File: src/rtl/txn_engine.sv
// Clocked transaction engine: validates deposit/withdraw/inquiry requests against the
// account balance and a per-day withdrawal limit, then commits and reports a status.
module txn_engine #(
    parameter int unsigned WIDTH       = 10,
    parameter int unsigned DAILY_LIMIT = 500
) (
    input  logic             clk,
    input  logic             rst_n,
    input  logic             req_valid,
    output logic             req_ready,
    input  logic [1:0]       op,
    input  logic [WIDTH-1:0] amount_user,
    input  logic [WIDTH-1:0] amount_account,
    input  logic             day_reset,
    output logic             balance_we,
    output logic [WIDTH-1:0] new_balance,
    output logic [WIDTH-1:0] cash_user,
    output logic             resp_valid,
    input  logic             resp_ready,
    output logic [2:0]       resp_status
);

    localparam logic [1:0] OP_INQ = 2'b00;
    localparam logic [1:0] OP_DEP = 2'b01;
    localparam logic [1:0] OP_WD  = 2'b10;
    localparam logic [1:0] OP_RSV = 2'b11;

    localparam logic [2:0] ST_OK   = 3'd0;
    localparam logic [2:0] ST_OVF  = 3'd1;
    localparam logic [2:0] ST_INS  = 3'd2;
    localparam logic [2:0] ST_LIM  = 3'd3;
    localparam logic [2:0] ST_BAD  = 3'd4;

    localparam logic [WIDTH:0] LIMIT_EXT = (WIDTH+1)'(DAILY_LIMIT);

    typedef enum logic [1:0] {StIdle, StCheck, StCommit, StResp} state_t;

    state_t           state_q, state_d;
    logic             started_q;
    logic [1:0]       op_q;
    logic [WIDTH-1:0] amt_q, acct_q, total_q;
    logic [WIDTH-1:0] new_balance_q, cash_q;
    logic [2:0]       status_q;

    logic [WIDTH:0]   dep_sum, wd_sum;
    logic [2:0]       chk_status;
    logic             chk_commit;
    logic             accept;

    assign dep_sum = {1'b0, acct_q} + {1'b0, amt_q};
    assign wd_sum  = {1'b0, total_q} + {1'b0, amt_q};
    assign accept  = req_valid && req_ready;

    always_comb begin
        chk_status = ST_OK;
        if (op_q == OP_RSV || (amt_q == '0 && (op_q == OP_DEP || op_q == OP_WD))) begin
            chk_status = ST_BAD;
        end else if (op_q == OP_DEP && dep_sum[WIDTH]) begin
            chk_status = ST_OVF;
        end else if (op_q == OP_WD && amt_q > acct_q) begin
            chk_status = ST_INS;
        end else if (op_q == OP_WD && wd_sum > LIMIT_EXT) begin
            chk_status = ST_LIM;
        end
        chk_commit = (chk_status == ST_OK) && (op_q != OP_INQ);
    end

    // State register
    always_ff @(posedge clk or negedge rst_n) begin
        if (!rst_n) begin
            state_q   <= StIdle;
            started_q <= 1'b0;
        end else begin
            state_q   <= state_d;
            started_q <= 1'b1;
        end
    end

    // Next-state logic
    always_comb begin
        state_d = state_q;
        unique case (state_q)
            StIdle:   if (accept) state_d = StCheck;
            StCheck:  state_d = chk_commit ? StCommit : StResp;
            StCommit: state_d = StResp;
            StResp:   if (resp_ready) state_d = StIdle;
            default:  state_d = StIdle;
        endcase
    end

    // Outputs; started_q keeps req_ready low until the first edge after reset release
    always_comb begin
        req_ready  = (state_q == StIdle) && started_q;
        balance_we = (state_q == StCommit);
        resp_valid = (state_q == StResp);
    end

    always_ff @(posedge clk or negedge rst_n) begin
        if (!rst_n) begin
            op_q          <= OP_INQ;
            amt_q         <= '0;
            acct_q        <= '0;
            new_balance_q <= '0;
            cash_q        <= '0;
            status_q      <= ST_OK;
        end else if (accept) begin
            op_q   <= op;
            amt_q  <= amount_user;
            acct_q <= amount_account;
        end else if (state_q == StCheck) begin
            status_q <= chk_status;
            if (chk_commit) begin
                new_balance_q <= (op_q == OP_DEP) ? dep_sum[WIDTH-1:0] : acct_q - amt_q;
                cash_q        <= amt_q;
            end else begin
                new_balance_q <= acct_q;
                cash_q        <= '0;
            end
        end
    end

    // Clear applies before the add when day_reset lands on a withdraw commit
    always_ff @(posedge clk or negedge rst_n) begin
        if (!rst_n) begin
            total_q <= '0;
        end else if (state_q == StCommit && op_q == OP_WD) begin
            total_q <= (day_reset ? '0 : total_q) + amt_q;
        end else if (day_reset) begin
            total_q <= '0;
        end
    end

    assign new_balance = new_balance_q;
    assign cash_user   = cash_q;
    assign resp_status = status_q;

endmodule

File: config.mk
export PLATFORM = sky130hd
export DESIGN_NAME = txn_engine
export DESIGN_NICKNAME = d
export VERILOG_FILES = /design/src/rtl/txn_engine.sv
export SDC_FILE = /design/constraint.sdc
export NUM_CORES = 1
export LEC_CHECK = 0
export ABC_AREA = 1
export CAP_MARGIN = 20
export CELL_PAD_IN_SITES_DETAIL_PLACEMENT = 1
export CELL_PAD_IN_SITES_GLOBAL_PLACEMENT = 2
export CORE_MARGIN = 2
export CORE_UTILIZATION = 32
export CTS_CLUSTER_DIAMETER = 80
export DETAILED_ROUTE_END_ITERATION = 16
export GPL_TIMING_DRIVEN = 1
export PLACE_DENSITY_LB_ADDON = 0.1
export SETUP_SLACK_MARGIN = 0.3
export SLEW_MARGIN = 20
export SYNTH_ARGS = -nofsm -noshare
export SYNTH_HDL_FRONTEND = slang
export SYNTH_SLANG_ARGS = --single-unit
File: constraint.sdc
create_clock -name clk -period 3 [get_ports clk]
set_input_delay 0.9 -clock clk [delete_from_list [all_inputs] [get_ports clk]]
set_output_delay 0.9 -clock clk [all_outputs]
set_load 0.02 [all_outputs]
# Word level (Yosys, flattened, before mapping)
# Cells that the tools add are included.
# Widths: inputs -> output; s select.
classes:
  n_reduce_logical: 16
  add_sub_neg: 4
  n_eq_ne: 8
  n_mux: 13
  n_lt_le_gt_ge: 2
  n_bitwise: 1
ops:
  columns: ["operator", "n"]
  rows:
  - ["$mux 10", 5]
  - ["$add 10x10->11", 2]
  - ["$gt 11x9->1 const B", 1]
  - ["$add 10x10->10", 1]
  - ["$gt 10x10->1", 1]
  - ["$logic_not 10->1", 1]
  - ["$sub 10x10->10", 1]
  - ["$eq 2x2->1 const B", 4]
  - ["$logic_and 1x1->1", 8]
  - ["$mux 2", 4]
  - ["$pmux 2 s4", 1]
  - ["$mux 3", 2]
  - ["$eq 2x1->1 const B", 2]
  - ["$reduce_and 2->1", 2]
  - ["$logic_not 3->1", 1]
  - ["$logic_not 2->1", 1]
  - ["$logic_or 1x1->1", 2]
  - ["$ne 2x1->1 const B", 1]
  - ["$ne 2x2->1 const B", 1]
  - ["$reduce_bool 2->1", 1]
  - ["$mux 1", 1]
  - ["$not 1->1", 1]
word_totals:
  regBits: 58
  input_bits: 27

# Longest topological paths before layout
# Gate-level depths: netlist (run 1).
depth:
  depth_word: 11
  mapped_depth: 21
  depth_no_buf: 20

# Worst setup path before layout (run 1)
# Ideal clock, no wire load.
synth_timing:
  path_type: "input to register"
  startpoint: "input port day_reset"
  endpoint: "register total_q[8]"
  path_stages: 15
  slack_ns: 0.164
  path_buffers: 1
  required_time_ns: 2.917
  t_arrival_ns: 2.753
  setup_time_ns: 0.083
  path_cell_list: "clkbuf_1 > nor2_1 > ha_1 > inv_1 > fa_1 > o21ai_0 > nand2_1 > nand2_1 > a21oi_1 > inv_1 > a21oi_1 > nor2_1 > nor2_1 > xor2_1 > o21ai_0"
synth_via:
  elab_chain_len: 3
synth_lines:
  columns: ["item", "line", "text"]
  rows:
  - ["from (decl)", "14", "input logic day_reset,"]
  - ["$mux 10 *", null, null]
  - ["$add 10x10->10", "127", "total_q <= (day_reset ? '0 : total_q) + amt_q;"]
  - ["$mux 10 *", "126", "end else if (state_q == StCommit && op_q == OP_WD) begin"]
  - ["to (signal assigned)", "127", null]
  - ["to (decl)", "41", "logic [WIDTH-1:0] amt_q, acct_q, total_q;"]
# Every way passes the cells marked *; elsewhere a longest branch is shown, timed or not.
# A chain may end at the register's enable or synchronous reset.

# Worst setup path in the final report (run 1)
# Same ends and word-level chain as after synthesis.

==> metrics.md, run 1 <==
| Metric | Value |
|---|---|
| Overflow after GRT | 0 |
| Largest area contributor in the netlist | dfrtp_1 |
| Layout Utilization | between 40 and 50% |
| # Max-Cap Violations | 0 |
| Root Driver | clkbuf_16 |
| # setup viols final | 0 |
| Avg Cell Area, Syn | about 7.3 µm² |
| Initial Utilization | about a third |
| H-tree levels | 3 |
| Die X | 120.7 µm |
| Post-route ant nets | 0 |
| Routed vias | between 4k and 5k |
| Sequential share of the synthesized area | 33.30% |
| Detail-routed via count per cell | 4.831 |
| Fin crit period | 2.522 ns |
| Port Buffer Count | 52 |
| M1 WL | 6344 µm |
| Drt first pass iters | 4 |
| Cell area after synthesis | 4358 µm² |
| Setup CP Type | input pin to flip-flop |
| Ratio of cells with drive above 1 in the final layout | 11.58% |
| CP max FO | 5 |
| Post-synth net total | 681 |
| Max-slew violation count | 0 |
| Worst Path Arrival | about 2.7 ns |
| Fin area | 5692 µm² |
| Area grow syn2layout | 30.61% |
| Wire length per cell | 15.66 µm |
| RSZ-0062 raised after global routing | yes |
| WL met2 | 6373 µm |
| Final wirelength | about 13000 µm |
| Worst setup SP type | input pin |
| Most common cell after layout, fill and taps aside | nand2_1 |
| GPL Wtd Cong | 0.8800 |
| Unique cell type count in the Yosys netlist | 36 |
| Largest net degree at the start of global routing | slightly below 60 |
| Setup TNS | 0 ns |
| Most frequent cells in the layout | nand2_1 (152), inv_1 (82), nor2_1 (54), dfrtp_1 (54), clkdlybuf4s50_1 (48) |
| Setup crit end kind | flip-flop |
| Core box area | 13300 µm² |
| Area of placed instances | roughly 5200 µm² |
| FF+latch count, synth | 58 |
| Vias in the first global route | 4427 |
| Hold_buf cts | 0 |
| # DRC | 0 |
| Clock Tree Buf Depth | 2 |
| Crit share post-route | between 80% and 90% |
| # diodes | 0 |
| Worst Hold Class | flip-flop to flip-flop |
| WL met3 | roughly 520 µm |
| Async set or reset register ratio after synthesis | 100.0% |
| Die area | roughly 15000 µm² |
| Initial antenna violation count | 0 |
| Worst slew pin tran | between 0.7 and 0.8 ns |
| First-pass GRT wire length | 22500 µm |
| Ys flop type | dfrtp_1 |
| GRT Overall Usage | 19.94% |
| Post-synth EDFFs | 0 |
| Slew HR | about half |
| Clock latency on the worst-skew pair | 0.34 ns |
| Worst-path clk slew | ~0.050 ns |
| Final hold vios | 0 |
| Row cnt | 42 |
| Clock buffer count from CTS | 9 |
| Ports | 53 |
| DRT iter0 DRCs | 123 |
| Achievable frequency | 396.4 MHz |
| Clock Skew | 0.004403 ns |
| WHS | 0.4847 ns |
| Hpwl dp | around 11000 µm |
| Layout net count | 757 |
| TritonCTS clock tree | done |
| Top routing layer in use | met4 |
| Yosys top cell area share | 33.30% |
| Syn Inst Count | 601 |
| Outcome | finished, final reports clean |
| Chip Height | 120.7 µm |
| YS warnings | 0 |
| Top cells by area, synth | dfrtp_1 (33%), ha_1 (14%), nand2_1 (13%) |
| Critical Path RT | around 3.2 ns |
| Sink Count | between 50 and 60 |
[metrics by stage]
stage	cells	setup WS, ns
4_1_cts	854	0.2625
3_3_place_gp	838	-0.2085
3_5_place_dp	838	-0.3308
5_1_grt	858	0.2875
2_1_floorplan	601	0.3005
6_report	858	0.4775
[path summary, 6_finish.rpt]
check | slack (ns) | cells past startpoint | end | start
max in group asynchronous | 1.71 | 2 | amt_q[4] | rst_n
min in group asynchronous | 0.72 | 2 | started_q | rst_n
setup reg to reg | 0.50 | 14 | new_balance[8] | amt_q[0]
hold / removal | 0.48 | 2 | cash_user[6] | cash_user[6]
setup / recovery | 0.48 | 15 | total_q[8] | day_reset
hold reg to reg | 0.48 | 2 | cash_user[6] | cash_user[6]
[cell usage after synthesis, types with 2 or more instances]
master and instances:
nand2_1 155, inv_1 83, dfrtp_1 58, nor2_1 56, ha_1 49, a21oi_1 48
nand3_1 37, o21ai_0 26, xor2_1 13, clkbuf_1 10, nor3_1 10, o21ai_1 10
nand4_1 5, fa_1 4, inv_2 4, o21bai_1 4, a21o_1 3, a211oi_1 2
a22o_1 2, a31oi_1 2, buf_2 2, buf_4 2, nand3b_1 2, o31ai_1 2
[state kept, by name, summed over array words and instances (netlist names), 2 cells and up]
name / flops
state_q: 2
resp_status: 3
new_balance: 10
amt_q: 10
total_q: 10
acct_q: 10
op_q: 2
cash_user: 10
[kinds of logic after synthesis]
| family | count (synthesis) | share of synthesized area (%) |
|---|---|---|
| muxes | 1 | 0.2584 |
| other | 1 | 0.08605 |
| DFF | 58 | 33.30 |
| and+or+nand+nor | 269 | 25.50 |
| AOI/OAI and AO/OA | 104 | 13.21 |
| buffers and inverters | 101 | 8.929 |
| adders and majority gates | 53 | 15.91 |
| xor gates and xnor gates | 14 | 2.814 |
[layout make-up]
| cell class | instances | area, µm² |
|---|---|---|
| well taps | 176 | 220.2 |
| clock buffers | 11 | 252.7 |
| clock inverters | 5 | 100.1 |
| multi-input cells | 442 | 2616 |
| repair buffers | 79 | 714.4 |
| fillers | 1666 | 7604 |
| inverters | 87 | 331.6 |
| flip-flops and latches | 58 | 1456 |
[layer usage]
metal / up-vias / global-route usage, %
met3: 16 / 3.962
li1: 2089 / -
met2: 71 / 33.37
met5: - / 0
met1: 1969 / 26.25
met4: 0 / 5.305
[critical path, cell delays in order]
cell	delay, ns
clkbuf_2	0.13
nor2_2	0.15
ha_2	0.20
inv_1	0.07
fa_2	0.39
o21ai_2	0.16
nand2_1	0.09
nand2_1	0.06
a21oi_1	0.07
inv_1	0.06
a21oi_1	0.07
nor2_1	0.10
nor2_1	0.05
xor2_1	0.13
o21ai_1	0.08
[timing repair]
action / CTS / global route
hold endpoints to repair: 0 / 0
pin swaps: 1 / 11
resized for setup: 14 / 23
setup endpoints to repair: 27 / 25
setup buffers: 0 / 4
Power of run 1 is left out: the tool's default activity adds up to more than one toggle a clock period on the data nets, which glitch-free logic cannot reach.
==> run 2: changes to the inputs <==
--- a/config.mk
+++ b/config.mk
@@ -10,7 +10,7 @@
 export CELL_PAD_IN_SITES_DETAIL_PLACEMENT = 1
 export CELL_PAD_IN_SITES_GLOBAL_PLACEMENT = 2
 export CORE_MARGIN = 2
-export CORE_UTILIZATION = 32
+export CORE_UTILIZATION = 29
 export CTS_CLUSTER_DIAMETER = 80
 export DETAILED_ROUTE_END_ITERATION = 16
 export GPL_TIMING_DRIVEN = 1
==> constraint.sdc (replaced) <==
create_clock -name clk -period 2.02 [get_ports clk]
set_input_delay 0.606 -clock clk [delete_from_list [all_inputs] [get_ports clk]]
set_output_delay 0.606 -clock clk [all_outputs]
set_load 0.02 [all_outputs]
==> run 2 against run 1 <==
  * Largest cell class unchanged
  * The run now ends with negative setup slack left
  * Non-clock buffer count is 117 higher
  * First-iteration DRC count is 28% higher
  * Die area is 10% higher
  * Highest routed layer unchanged
==> metrics.md, run 2 (synthesis results as in run 1) <==
| Metric | Value |
|---|---|
| Crit share post-route | 126.8% |
| Port Buffer Count | 52 (unchanged) |
| Worst-path clk slew | 0.06 ns (was 0.05 ns) |
| Critical Path RT | 2.24 ns (was 3.19 ns) |
| Initial antenna violation count | 0 (unchanged) |
| Die area | 16020 µm² (was 14570 µm²) |
| Critical R2R Launch | amt_q[0] (unchanged) |
| Max-slew violation count | 0 (unchanged) |
| TritonCTS clock tree | done (unchanged) |
| Setup CP Type | flip-flop to flip-flop (was input pin to flip-flop) |
| Core box area | 14590 µm² (was 13300 µm²) |
| Sink Count | 58 (unchanged) |
| Post-route ant nets | 0 (unchanged) |
| RSZ-0062 raised after global routing | yes (unchanged) |
| Worst Hold Class | input pin to asynchronous set/reset pin (was flip-flop to flip-flop) |
| Failing checks | negative setup slack |
| Chip Height | 126.6 µm (was 120.7 µm) |
| Hold_buf cts | 0 (unchanged) |
| Crit path top cell by count | nand2_1 |
| Final wirelength | 16300 µm (was 13440 µm) |
| Vias in the first global route | 4967 (was 4427) |
| Drt first pass iters | 4 (unchanged) |
| DRT iter0 DRCs | 158 (was 123) |
| Critical Path Slowest Stage Cell | fa_2 (unchanged) |
| Most frequent cells in the layout | nand2_1 (139), buf_4 (131), inv_1 (75) (was nand2_1 (152), inv_1 (82), nor2_1 (54), dfrtp_1 (54), clkdlybuf4s50_1 (48)) |
| PnR worst setup slack | -0.5413 ns (was 0.4775 ns) |
| Die X | 126.6 µm (was 120.7 µm) |
| H-tree levels | 3 (unchanged) |
| Clock Skew | 0.006719 ns (was 0.004403 ns) |
| Clock buffer count from CTS | 9 (unchanged) |
| Worst setup SP type | flip-flop (was input pin) |
| Ports | 53 (unchanged) |
| Clock Tree Buf Depth | 2 (unchanged) |
| Outcome | finished, violations left (was finished, final reports clean) |
| Most common cell after layout, fill and taps aside | nand2_1 (unchanged) |
| Worst Path Arrival | 2.79 ns (was 2.72 ns) |
| Detail-routed via count per cell | 4.713 (was 4.831) |
| Largest net degree at the start of global routing | 43 (was 59) |
| Initial Utilization | 29.87% (was 32.78%) |
| Cells after DPL | 949 (was 838) |
| Overflow after GRT | 0 (unchanged) |
| Clock latency on the worst-skew pair | 0.34 ns (about the same) |
| Crit-path leading delay family | simple AND/OR/NAND/NOR gates (was adder cells) |
| Wire length per cell | 16.53 µm (was 15.66 µm) |
| GRT Overall Usage | 20.67% (was 19.94%) |
| Layout net count | 876 (was 757) |
| Fin area | 6939 µm² (was 5692 µm²) |
| Hpwl dp | 12080 µm (was 10590 µm) |
| # setup viols final | 26 (was 0) |
| # Max-Cap Violations | 0 (unchanged) |
| Routed vias | 4647 (was 4145) |
| Root Driver | clkbuf_16 (unchanged) |
| GPL Wtd Cong | 0.8643 (was 0.8800) |
| Area of placed instances | 6067 µm² (was 5209 µm²) |
| Cell Count, Final, Fillers Out | 986 (was 858) |
| Worst Path Buf+Inv | 5 (was 3) |
| Area grow syn2layout | 59.23% (was 30.61%) |
| Worst setup startpoint | amt_q[0] (was day_reset) |
| Final hold vios | 0 (unchanged) |
| Setup crit end kind | flip-flop (unchanged) |
| # DRC | 0 (unchanged) |
| CP max FO | 3 (was 5) |
| Row cnt | 44 (was 42) |
| CP max stage delay | 0.52 ns (was 0.39 ns) |
| Cell Chain, Critical Path | ha_4 > inv_2 > fa_2 > nand2_2 > nand3_2 > nand3_1 > nand2_1 > inv_1 > nand2_1 > nor2_1 > nand2_1 > nand2_2 > buf_4 > buf_4 > buf_4 > nand3_1 > nand2_1 > a22o_1 (was clkbuf_2 > nor2_2 > ha_2 > inv_1 > fa_2 > o21ai_2 > nand2_1 > nand2_1 > a21oi_1 > inv_1 > a21oi_1 > nor2_1 > nor2_1 > xor2_1 > o21ai_1) |
| First-pass GRT wire length | 25830 µm (was 22500 µm) |
| Fin crit period | 2.561 ns |
| Achievable frequency | a little under 400 MHz |
| Ratio of cells with drive above 1 in the final layout | 31.46% (was 11.58%) |
## run 2: cell types whose count changed in the layout (fill, tap and decap cells not counted), sizes merged, moves of 2 or more
cell | before | now
dlygate4sd2 | 2 | 23
clkdlybuf4s50 | 48 | 24
clkinvlp | 0 | 2
clkinv | 3 | 1
buf | 28 | 147
clkbuf | 12 | 14
## run 2: area by class of cell
cell class,count,area [µm²]
fillers,1806,7650
clock inverters,4,97.59
well taps,184,230.2
clock buffers,12,256.5
repair buffers,196,1650
inverters,87,339.1
repair inverters,1,7.507
flip-flops and latches,58,1454
multi-input cells,443,2902
diodes,1,2.502
## run 2: repair_timing
action / 4_1_cts / 5_1_grt
endpoints found under the setup margin: 58 / 55
cloned: 2 / 1
buffers inserted: 11 / 6
pin swaps: 18 / 23
gates resized for setup: 106 / 43
## run 2: per-stage QoR
stage,utilization [%],TNS (ns),hold WS (ns),setup WS (ns)
floorplan,-,-3.411,0.3104,-0.2179
global placement,41.59,-16.46,0.4643,-0.8363
detailed placement,41.59,-18.45,0.4647,-0.8801
CTS,46.23,-12.00,0.2953,-0.5333
global route,47.55,-16.76,0.3037,-0.7362
finish,47.56,-12.05,0.2769,-0.5413
## run 2: worst register-to-register path, delay by kind of cell, from the launching register on
kind	cells	cell delay [ns]
flops	1	0.45
compound gates	1	0.18
fa+ha+maj	2	0.68
simple gates	10	0.69
buf+inv	5	0.46
## run 2: layer usage
metal  GRT usage (%)  vias to the layer above  part of all wire (%)
met5               0                        -                     0
met4           6.917                        0                   1.5
met3           2.826                       18                   2.9
met2           34.22                       60                    48
met1           27.84                     2235                    47
li1                -                     2334                     -
## run 2: worst paths after layout
| check | endpoint | slack [ns] | cells past startpoint |
|---|---|---|---|
| min | resp_status[1] | 0.28 | 2 |
| min in group clk | new_balance[7] | 0.47 | 2 |
| max in group asynchronous | amt_q[0] | 1.38 | 2 |
| min reg2reg | new_balance[7] | 0.47 | 2 |
| max | resp_status[0] | -0.54 | 18 |
| max reg2reg | resp_status[0] | -0.54 | 18 |
Power of run 2 is left out for the same reason.
==> run 3: changes to the inputs <==
--- a/config.mk
+++ b/config.mk
@@ -16,6 +16,7 @@
 export GPL_TIMING_DRIVEN = 1
 export PLACE_DENSITY_LB_ADDON = 0.1
 export SETUP_SLACK_MARGIN = 0.3
+export SKIP_LAST_GASP = 1
 export SLEW_MARGIN = 20
 export SYNTH_ARGS = -nofsm -noshare
 export SYNTH_HDL_FRONTEND = slang
==> run 3 against run 2 <==
  * The flow still finishes with violations (negative setup slack)
  * Routed wire length shrank 0.51%
  * Sequential cell count is the same
  * Fmax grew 0.26%
  * First-iteration DRC count grew 3.2%
  * Non-clock buffer count is the same
  * Design area shrank 0.74%
  * Clock-buffer cell count is the same
  * Core utilization shrank 0.35 points
  * Critical path type unchanged
==> metrics.md, run 3 (synthesis results as in run 1) <==
| Metric | Value |
|---|---|
| Drt first pass iters | 4 (unchanged) |
| GPL Wtd Cong | 0.8643 (unchanged) |
| Clock Tree Buf Depth | 2 (unchanged) |
| Area grow syn2layout | 58.05% (was 59.23%) |
| Most common cell after layout, fill and taps aside | nand2_1 (unchanged) |
| Fin crit period | 2.555 ns (was 2.561 ns) |
| Root Driver | clkbuf_16 (unchanged) |
| FILL cells | 1807 (was 1806) |
| Achievable frequency | 391.4 MHz (was 390.4 MHz) |
| CP max stage delay | 0.52 ns (about the same) |
| Post-route ant nets | 0 (unchanged) |
| Final wirelength | 16220 µm (was 16300 µm) |
| Initial antenna violation count | 0 (unchanged) |
| Detail-routed via count per cell | 4.688 (was 4.713) |
| Outcome | finished, violations left (unchanged) |
| First-pass GRT wire length | 25830 µm (unchanged) |
| Crit-path leading delay family | adder cells (was simple AND/OR/NAND/NOR gates) |
| Clock latency on the worst-skew pair | 0.34 ns (about the same) |
| Worst Hold Class | input pin to asynchronous set/reset pin (unchanged) |
| Worst setup startpoint | amt_q[0] (unchanged) |
| Hold_buf cts | 0 (unchanged) |
| RSZ-0062 raised after global routing | yes (unchanged) |
| Ratio of cells with drive above 1 in the final layout | 30.34% (was 31.46%) |
| Port Buffer Count | 52 (unchanged) |
| Vias in the first global route | 4960 (was 4967) |
| Layout net count | 876 (unchanged) |
| Routed vias | 4622 (was 4647) |
| Final hold vios | 0 (unchanged) |
| Cell Chain, Critical Path | ha_4 > inv_2 > fa_2 > nand2_2 > nand3_2 > nand3_1 > nand2_1 > inv_1 > nand2_1 > nor2_1 > nand2_1 > nand2_2 > buf_4 > buf_4 > buf_4 > nand3_1 > nand2_1 > a22o_1 (unchanged) |
| Setup CP Type | flip-flop to flip-flop (unchanged) |
| Largest net degree at the start of global routing | 43 (unchanged) |
| Fin area | 6888 µm² (was 6939 µm²) |
| Worst Path Buf+Inv | 5 (unchanged) |
| Clock buffer count from CTS | 9 (unchanged) |
| Sink Count | 58 (unchanged) |
| Crit path top cell by count | nand2_1 (unchanged) |
| Max-slew violation count | 0 (unchanged) |
| # Max-Cap Violations | 0 (unchanged) |
| # setup viols final | 26 (unchanged) |
| TritonCTS clock tree | done (unchanged) |
| Critical R2R Launch | amt_q[0] (unchanged) |
| Ports | 53 (unchanged) |
| CP max FO | 3 (unchanged) |
| Cell Count, Final, Fillers Out | 986 (unchanged) |
| DRT iter0 DRCs | 163 (was 158) |
| Failing checks | negative setup slack (unchanged) |
| Wire length per cell | 16.45 µm (was 16.53 µm) |
| Worst-path clk slew | 0.06 ns (about the same) |
| Clock Skew | 0.006330 ns (was 0.006719 ns) |
| H-tree levels | 3 (unchanged) |
| PnR worst setup slack | -0.5347 ns (was -0.5413 ns) |
| Die X | 126.6 µm (unchanged) |
| Hpwl dp | 12080 µm (unchanged) |
| Cells after DPL | 949 (unchanged) |
| Worst Path Arrival | 2.78 ns (was 2.79 ns) |
| Crit share post-route | 126.5% (was 126.8%) |
| Overflow after GRT | 0 (unchanged) |
| Die area | 16020 µm² (unchanged) |
| Area of placed instances | 6067 µm² (unchanged) |
| Worst setup SP type | flip-flop (unchanged) |
| # DRC | 0 (unchanged) |
| Setup crit end kind | flip-flop (unchanged) |
| GRT Overall Usage | 20.70% (was 20.67%) |
| Critical Path Slowest Stage Cell | fa_2 (unchanged) |
| Chip Height | 126.6 µm (unchanged) |
| Core box area | 14590 µm² (unchanged) |
| Post-place setup slack | -0.8801 ns (unchanged) |
| Initial Utilization | 29.87% (unchanged) |
| Row cnt | 44 (unchanged) |
| Most frequent cells in the layout | nand2_1 (140), buf_4 (132), inv_1 (76) (was nand2_1 (139), buf_4 (131), inv_1 (75)) |
| Critical Path RT | 2.25 ns (was 2.24 ns) |
## run 3: metrics by stage
step | hold slack (ns) | util, % | setup TNS [ns]
after floorplan | 0.3104 | - | -3.411
after global placement | 0.4643 | 41.59 | -16.46
after detailed placement | 0.4647 | 41.59 | -18.45
after CTS | 0.2953 | 46.11 | -12.01
after global routing | 0.3030 | 47.20 | -16.70
final | 0.2733 | 47.21 | -11.82
## run 3: routing by layer
layer  up-vias  part of all wire (%)  global-route usage [%]
met4         0                   1.4                   6.852
met3        16                   2.7                   2.868
met5         -                     0                       0
li1       2335                     -                       -
met2        59                    48                   34.38
met1      2212                    47                   27.78
## run 3: final timing paths
check,cells after the start,slack [ns],end
worst max-delay path,18,-0.53,resp_status[0]
worst min-delay path,2,0.27,resp_status[1]
worst max register to register,18,-0.53,resp_status[0]
worst min register to register,2,0.47,new_balance[7]
max in group asynchronous,2,1.39,amt_q[0]
min in group clk,2,0.47,new_balance[7]
## run 3: final cells by class
| type | count | area (µm²) | area share [%] |
|---|---|---|---|
| antenna | 1 | 2.502 | 0.03633 |
| clock buffer | 12 | 256.5 | 3.724 |
| clock inverter | 4 | 97.59 | 1.417 |
| inverter | 87 | 339.1 | 4.923 |
| multi-input combinational | 443 | 2858 | 41.49 |
| sequential | 58 | 1453 | 21.09 |
| tap | 184 | 230.2 | 3.342 |
| timing repair buffer | 196 | 1644 | 23.87 |
| timing repair inverter | 1 | 7.507 | 0.1090 |
## run 3: timing repair
action	in CTS	in global routing
resized for setup	102	32
endpoints found under the setup margin	58	55
pin swaps	18	21
cloned	2	1
hold endpoints to repair	0	0
setup buffers	11	6
Power of run 3 is left out for the same reason.
